`src/rtl/oam_dma.sv`:
```
// oam_dma: sprite DMA engine behind the CPU $4014 register, copies one WRAM page into PPU OAMDATA.
// Latency: rdy drops the cycle after the trigger write; 513 (even) or 514 (odd alignment) halted cycles.
// Backpressure: none accepted; the CPU is stalled via rdy and retriggers are ignored while busy.
//
// Ports:
//   clk, reset          - single clock domain, synchronous active-high reset
//   cpu_addr/data/we    - CPU bus, watched for a write to DMA_REG_ADDR
//   mem_data_in         - WRAM read data, valid one clock after mem_addr
//   rdy                 - CPU suspend, active low
//   dma_active          - bus ownership, steers the WRAM address mux to mem_addr
//   mem_addr            - WRAM read address during a transfer
//   ppu_reg_addr/data_out/we/reg_cs - PPU register write port (cs active low)
module oam_dma #(
  parameter logic [15:0] DMA_REG_ADDR = 16'h4014,
  parameter logic [2:0]  OAM_REG_IDX  = 3'd4,
  parameter int          XFER_LEN     = 256
) (
  input  logic        clk,
  input  logic        reset,
  input  logic [15:0] cpu_addr,
  input  logic [7:0]  cpu_data,
  input  logic        cpu_we,
  input  logic [7:0]  mem_data_in,
  output logic        rdy,
  output logic        dma_active,
  output logic [15:0] mem_addr,
  output logic [2:0]  ppu_reg_addr,
  output logic [7:0]  ppu_data_out,
  output logic        ppu_we,
  output logic        ppu_reg_cs
);

  typedef enum logic [2:0] {
    IDLE  = 3'd0,
    HALT  = 3'd1,
    ALIGN = 3'd2,
    READ  = 3'd3,
    WRITE = 3'd4
  } state_t;

  localparam logic [7:0] LAST_IDX = 8'(XFER_LEN - 1);

  state_t      state, state_nxt;
  logic [7:0]  page, page_nxt;
  logic [7:0]  count, count_nxt;
  logic        parity;

  logic        rdy_nxt;
  logic        dma_active_nxt;
  logic [15:0] mem_addr_nxt;
  logic [2:0]  ppu_reg_addr_nxt;
  logic        ppu_we_nxt;
  logic        ppu_reg_cs_nxt;

  always_ff @(posedge clk) begin
    if (reset) begin
      state        <= IDLE;
      page         <= 8'h00;
      count        <= 8'h00;
      parity       <= 1'b0;
      rdy          <= 1'b1;
      dma_active   <= 1'b0;
      mem_addr     <= 16'h0000;
      ppu_reg_addr <= 3'd0;
      ppu_we       <= 1'b0;
      ppu_reg_cs   <= 1'b1;
    end else begin
      state        <= state_nxt;
      page         <= page_nxt;
      count        <= count_nxt;
      parity       <= ~parity;
      rdy          <= rdy_nxt;
      dma_active   <= dma_active_nxt;
      mem_addr     <= mem_addr_nxt;
      ppu_reg_addr <= ppu_reg_addr_nxt;
      ppu_we       <= ppu_we_nxt;
      ppu_reg_cs   <= ppu_reg_cs_nxt;
    end
  end

  always_comb begin
    state_nxt    = state;
    page_nxt     = page;
    count_nxt    = count;
    mem_addr_nxt = mem_addr;

    case (state)
      IDLE: begin
        if (cpu_we && (cpu_addr == DMA_REG_ADDR)) begin
          page_nxt  = cpu_data;
          count_nxt = 8'h00;
          state_nxt = HALT;
        end
      end
      // Parity high here means the next cycle would be a CPU get cycle out of
      // phase with the read/write pairing, so burn one cycle to realign.
      HALT:    state_nxt = parity ? ALIGN : READ;
      ALIGN:   state_nxt = READ;
      READ:    state_nxt = WRITE;
      WRITE: begin
        if (count == LAST_IDX) begin
          state_nxt = IDLE;
        end else begin
          count_nxt = count + 8'd1;
          state_nxt = READ;
        end
      end
      default: state_nxt = IDLE;
    endcase

    // Outputs are decoded from the next state so the registered copies line
    // up with the state they describe.
    rdy_nxt          = (state_nxt == IDLE);
    dma_active_nxt   = (state_nxt != IDLE);
    ppu_we_nxt       = (state_nxt == WRITE);
    ppu_reg_cs_nxt   = (state_nxt != WRITE);
    ppu_reg_addr_nxt = (state_nxt == WRITE) ? OAM_REG_IDX : 3'd0;
    // mem_addr loads on entry to READ and holds through WRITE so the WRAM
    // read data lines up with the write strobe.
    if (state_nxt == READ) begin
      mem_addr_nxt = {page_nxt, count_nxt};
    end
  end

  // WRAM data flows straight through to the PPU during the write half.
  assign ppu_data_out = (state == WRITE) ? mem_data_in : 8'h00;

endmodule

```
`config.mk`:
```
export PLATFORM = sky130hd
export DESIGN_NAME = oam_dma
export DESIGN_NICKNAME = d
export VERILOG_FILES = /design/src/rtl/oam_dma.sv
export SDC_FILE = /design/constraint.sdc
export NUM_CORES = 1
export LEC_CHECK = 0
export CORE_MARGIN = 3
export CORE_UTILIZATION = 47
export CTS_CLUSTER_SIZE = 16
export DETAILED_ROUTE_END_ITERATION = 7
export PLACE_DENSITY_LB_ADDON = 0.08
export REMOVE_ABC_BUFFERS = 1
export SLEW_MARGIN = 20
export SYNTH_ARGS = -nofsm -noshare
export SYNTH_HDL_FRONTEND = slang
export SYNTH_SLANG_ARGS = --single-unit
```
`constraint.sdc`:
```
create_clock -name clk -period 2.75 [get_ports clk]
set_input_delay 0.275 -clock clk [delete_from_list [all_inputs] [get_ports clk]]
set_output_delay 0.275 -clock clk [all_outputs]
set_load 0.01 [all_outputs]
```
==> results of run 1 <==
==> placed cells by master, fill, tap and decap left out, types with 5 or more instances in the layout <==
cell type,count
mux2i_1,11
clkbuf_8,5
nor2_1,30
and2_1,9
dfxtp_1,40
clkdlybuf4s50_1,63
nand2_1,8
buf_4,5
a211oi_1,10
nor3_1,6
==> where the power goes <==
group	internal (uW)	total (uW)	switching, uW
combinational	114	194	79.6
clock	269	464	195
sequential	605	621	15.9
total	989	1280	291
==> path summary, 6_finish.rpt <==
kind | from | cells past startpoint | to
setup reg to reg | count[1] | 6 | mem_addr[5]
setup / recovery | count[1] | 6 | mem_addr[5]
hold reg to reg | parity | 1 | parity
hold / removal | parity | 1 | parity
==> layout make-up <==
class,count,share of cell area
tap,46,0.0230
clock inverter,2,0.0140
multi-input combinational,129,0.340
timing repair buffer,68,0.267
sequential,40,0.320
clock buffer,6,0.0290
inverter,5,0.00750
==> flip-flops by register name, summed over array words and instances, names as in the netlist <==
name,cells
rdy,1
dma_active,1
state,3
ppu_reg_addr,1
mem_addr,16
count,8
page,8
parity,1
ppu_reg_cs,1
==> layer usage <==
metal	vias to the layer above	GRT usage
li1	771	-
met1	698	0.214
met2	47	0.346
met3	11	0.0666
met4	0	0.0886
met5	-	0
==> per-stage QoR <==
step	worst slack, ns	cells	cell area (um2)
detailed placement	0.556	288	2400
global placement	0.669	288	2400
floorplan	0.438	174	1670
CTS	0.562	296	2500
finish	0.548	296	2500
global route	0.416	296	2500
==> cell families after synthesis <==
logic type               Yosys count  synth area share
other                              1           0.00213
AND/OR/NAND/NOR                   82             0.257
AO/OA/AOI/OAI                     30             0.135
flip-flops                        40             0.456
adder cells (fa/ha/maj)            1           0.00712
multiplexers                      12            0.0690
XOR/XNOR                           2           0.00997
buffers and inverters             18            0.0648
==> worst max-delay path: stages (launching register included) <==
cell and delay [ns]:
dfxtp_1 0.43, ha_1 0.31, nand3_1 0.28, o21ai_2 0.28, o21ai_2 0.29, or3b_1 0.43
o41ai_1 0.07
==> results.json, run 1 <==
{
  "outcome": "complete, no violations",
  "place.gp.congestion": 0.830,
  "synth-main-ff-cell": "dfxtp_1",
  "root_buffer": "clkbuf_8",
  "min_path_type": "reg -> reg",
  "synth_area_leader_cell": "dfxtp_1",
  "drtIter0Drc": 56,
  "multiInputGateArea_um2": 851,
  "grt.overflow.total": 0,
  "highest_layer": "met4",
  "end_kind": "flop",
  "p_leak_uw": 0.000867,
  "worst_skew_pair.late_latency_ns": 0.29,
  "finalCritPeriodShare": 0.801,
  "route.met2.wl_um": 2030,
  "cap_violations": 0,
  "cp.required_ns": 2.94,
  "seq_area_um2": 801,
  "cts_resized": 0,
  "core_area_um2": 3470,
  "synth_most_common_cell": "dfxtp_1",
  "final_util": 0.722,
  "hold_viol": 0,
  "detail-route-antenna-nets": 0,
  "clk_pin_slew_ns": 0.07,
  "post-cts-setup-buffer-count": 0,
  "wl_per_cell_um": 13.5,
  "mappedNetlistArea_um2": 1760,
  "holdWs_ns": 0.420,
  "track_usage": 0.197,
  "yosys-top-cells-count": "dfxtp_1, nor2_1, mux2i_1, a211oi_1, and2_1",
  "finalSetupTns_ns": 0,
  "fin_skew_ns": 0.00287,
  "grt_pass1_vias": 1498,
  "grt_pass1_wl_um": 6730,
  "drc": 0,
  "grt_max_degree": 20,
  "avgSynthCellArea_um2": 9.45,
  "finalSetupViolCount": 0,
  "slew_viol_final": 0,
  "syn_inst": 186,
  "crit_type": "reg -> reg",
  "die_y_um": 67.2,
  "initial_core_util": 0.507,
  "max_freq_mhz": 454,
  "n_antenna_cell": 0,
  "die_x_um": 67.2,
  "cp_max_fo": 19,
  "power_density_nw_per_um2": 511,
  "cts_buffers": 5,
  "synthTopCellsByArea": "dfxtp_1, nor2_1, mux2i_1, a211oi_1, and2_1",
  "yosysWarningCount": 0,
  "rsz0062_at_grt": "no",
  "tightest_slew_ns": 0.879,
  "clock-sinks": 40,
  "met3WireLength_um": 281,
  "worst_setup_path_start_kind": "flop",
  "synth_edf_count": 0,
  "die-area_um2": 4510,
  "drt-total-wl_um": 4000,
  "nets": 285,
  "cts_buffer_depth": 2,
  "ir_drop_v": 0.000335,
  "yosysSeqAreaShare": 0.456,
  "io_pins": 66,
  "ys_seq_elements": 40,
  "relSlewSlack": 0.414,
  "port_buffers": 63,
  "cts_tree": "done",
  "met1Wirelength_um": 1590,
  "drt-vias-per-instance": 5.16,
  "rows": 21,
  "synthArstFlopShare": 0,
  "reg2reg_slack_ns": 0.55,
  "min_period_ns": 2.20,
  "nFillCells": 277,
  "synthToLayoutAreaGrowth_pct": 42.4,
  "cts_hold_buf": 0,
  "arrival_ns": 2.39,
  "dp_hpwl_um": 3110,
  "route.vias.total": 1527,
  "yosys.area.top_type_share": 0.456,
  "dr.pass1.iters": 4,
  "ys_types": 49,
  "antenna_found_initial": 0,
  "htreeDepth": 2,
  "drive_gt1_frac": 0.0880,
  "total_power_uw": 1280
}
(Power assumes the default switching activity.)
==> inputs of run 2 (changes only) <==
--- a/config.mk
+++ b/config.mk
@@ -6,7 +6,7 @@
 export NUM_CORES = 1
 export LEC_CHECK = 0
 export CORE_MARGIN = 3
-export CORE_UTILIZATION = 47
+export CORE_UTILIZATION = 44
 export CTS_CLUSTER_SIZE = 16
 export DETAILED_ROUTE_END_ITERATION = 7
 export PLACE_DENSITY_LB_ADDON = 0.08
==> constraint.sdc (replaced) <==
create_clock -name clk -period 2.3 [get_ports clk]
set_input_delay 0.23 -clock clk [delete_from_list [all_inputs] [get_ports clk]]
set_output_delay 0.23 -clock clk [all_outputs]
set_load 0.01 [all_outputs]
==> run 2 against run 1 <==
Effect of this change:
- clock power up 3%
- critical endpoint is now ppu_data_out[2]
- sequential share of layout area down 0.16 points
- core utilization down 5.0 points
- final area up 0.50%
- die area up 6.2%
- combinational power up 21%
- cell count up 1.4%
==> results.json, run 2 (synthesis gave the netlist of run 1 again) <==
{
  "crit_type": "reg -> out",
  "cts_buffers": 5,
  "placed_cells": 292,
  "max_freq_mhz": 464,
  "met2_usage": 0.276,
  "die_x_um": 69.2,
  "cts_tree": "done",
  "end_kind": "primary output",
  "die_y_um": 69.2,
  "grt_pass1_vias": 1505,
  "crit_slowest_cell": "clkdlybuf4s50_1",
  "slowest_delay_ns": 0.53,
  "final_util": 0.672,
  "drt-vias-per-instance": 5.05,
  "cp_max_fo": 10,
  "cts_buffer_depth": 2,
  "grt_max_degree": 18,
  "nFillCells": 303,
  "port_buffers": 63,
  "post-cts-setup-buffer-count": 0,
  "r2r-end": "dma_active",
  "rsz0062_at_grt": "no",
  "cp.required_ns": 2.07,
  "detail-route-antenna-nets": 0,
  "instances_no_fill": 300,
  "layout_commonest_cell": "clkdlybuf4s50_1",
  "arrival_ns": 1.92,
  "reg2reg_slack_ns": 0.29,
  "path_cells": "nor3b_2, buf_4, and2_1, clkdlybuf4s50_1",
  "n_antenna_cell": 0,
  "drc": 0,
  "grt.overflow.total": 0,
  "rr_worst_depth": 7,
  "clk_pin_slew_ns": 0.07,
  "core_area_um2": 3740,
  "cts_hold_buf": 0,
  "cts_resized": 0,
  "relSlewSlack": 0.560,
  "min_path_type": "reg -> reg",
  "place.gp.congestion": 0.824,
  "final_cell_mix": "clkdlybuf4s50_1, dfxtp_1, nor2_1",
  "dp_hpwl_um": 2940,
  "cap_violations": 0,
  "dr.pass1.iters": 4,
  "met3_usage": 0.0638,
  "io_pins": 66,
  "largest_registers": "mem_addr x16, count x8, page x8",
  "route.vias.total": 1514,
  "place_area_um2": 2430,
  "power_density_nw_per_um2": 578,
  "crit_path_start": "state[2]",
  "finalSetupTns_ns": 0,
  "track_usage": 0.168,
  "wl_per_cell_um": 12.6,
  "fin_skew_ns": 0.00311,
  "antenna_found_initial": 0,
  "multiInputGateArea_um2": 851,
  "htreeDepth": 2,
  "largest_reg_flops": 16,
  "drtIter0Drc": 41,
  "min_period_ns": 2.15,
  "finalCritPeriodShare": 0.937,
  "hold_viol": 0,
  "clock-sinks": 40,
  "slew_viol_final": 0,
  "finalSetupViolCount": 0,
  "drive_gt1_frac": 0.0913,
  "busiest_layer": "met2",
  "initial_core_util": 0.470,
  "worstHoldStart": "parity",
  "die-area_um2": 4790,
  "rr_startpoint": "count[1]",
  "tightest_slew_ns": 0.659,
  "p_leak_uw": 0.000871,
  "root_buffer": "clkbuf_8",
  "nets": 287,
  "fin_area_um2": 2520,
  "grt_pass1_wl_um": 6650,
  "hold_depth": 1,
  "rows": 22,
  "drt-total-wl_um": 3790,
  "worst_setup_path_start_kind": "flop",
  "synthToLayoutAreaGrowth_pct": 43.1,
  "worst_skew_pair.late_latency_ns": 0.29,
  "hold_end": "parity",
  "grt_util_met1": 0.198,
  "top_register": "mem_addr",
  "outcome": "complete, no violations",
  "seq_area_um2": 801,
  "ir_drop_v": 0.000412
}
run 2: changes by cell type in the layout (fill, tap and decap cells not counted):
cell,before,now
buf_12,0,1
buf_4,5,6
bufinv_16,1,0
clkbuf_1,1,2
clkbuf_8,5,6
clkinv_2,1,0
run 2: layout make-up:
class | count | area share
clock buffers | 8 | 0.0358
inverters | 5 | 0.00746
multi-input cells | 129 | 0.338
flip-flops and latches | 40 | 0.318
well taps | 48 | 0.0239
repair buffers | 70 | 0.276
run 2: report_power, final:
part           total [uW]  switching, uW  internal, uW  leakage [uW]
registers             742           18.4           724      0.000324
clock network         478            234           245     0.0000455
logic                 235           96.1           139      0.000501
run 2: worst max-delay path: cells and delay by family, from the launching register on:
kind                   cells  cell delay (ns)
buffers and inverters      2             0.74
AND/OR/NAND/NOR            2             0.42
flip-flops                 1             0.48
run 2: metal layers:
| metal | wire length, um | vias to the layer above |
|---|---|---|
| met4 | 69 | 0 |
| li1 | - | 777 |
| met2 | 1700 | 61 |
| met5 | 0 | - |
| met3 | 285 | 9 |
| met1 | 1740 | 667 |
run 2: stage by stage:
step           power (uW)  setup WS [ns]  hold slack (ns)
2_1_floorplan         848        -0.0121            0.297
3_3_place_gp          989          0.260            0.410
3_5_place_dp          995          0.146            0.405
4_1_cts              1470          0.134            0.416
5_1_grt              1520         0.0495            0.430
6_report             1460          0.145            0.420
run 2: how the worst max path moves through the flow:
stage	end	slack [ns]	cells past startpoint
global route	dma_active	0.05	7
detailed placement	mem_addr[13]	0.15	7
CTS	ppu_data_out[2]	0.13	4
floorplan	rdy	-0.01	5
global placement	mem_addr[10]	0.26	7
finish	ppu_data_out[2]	0.15	4
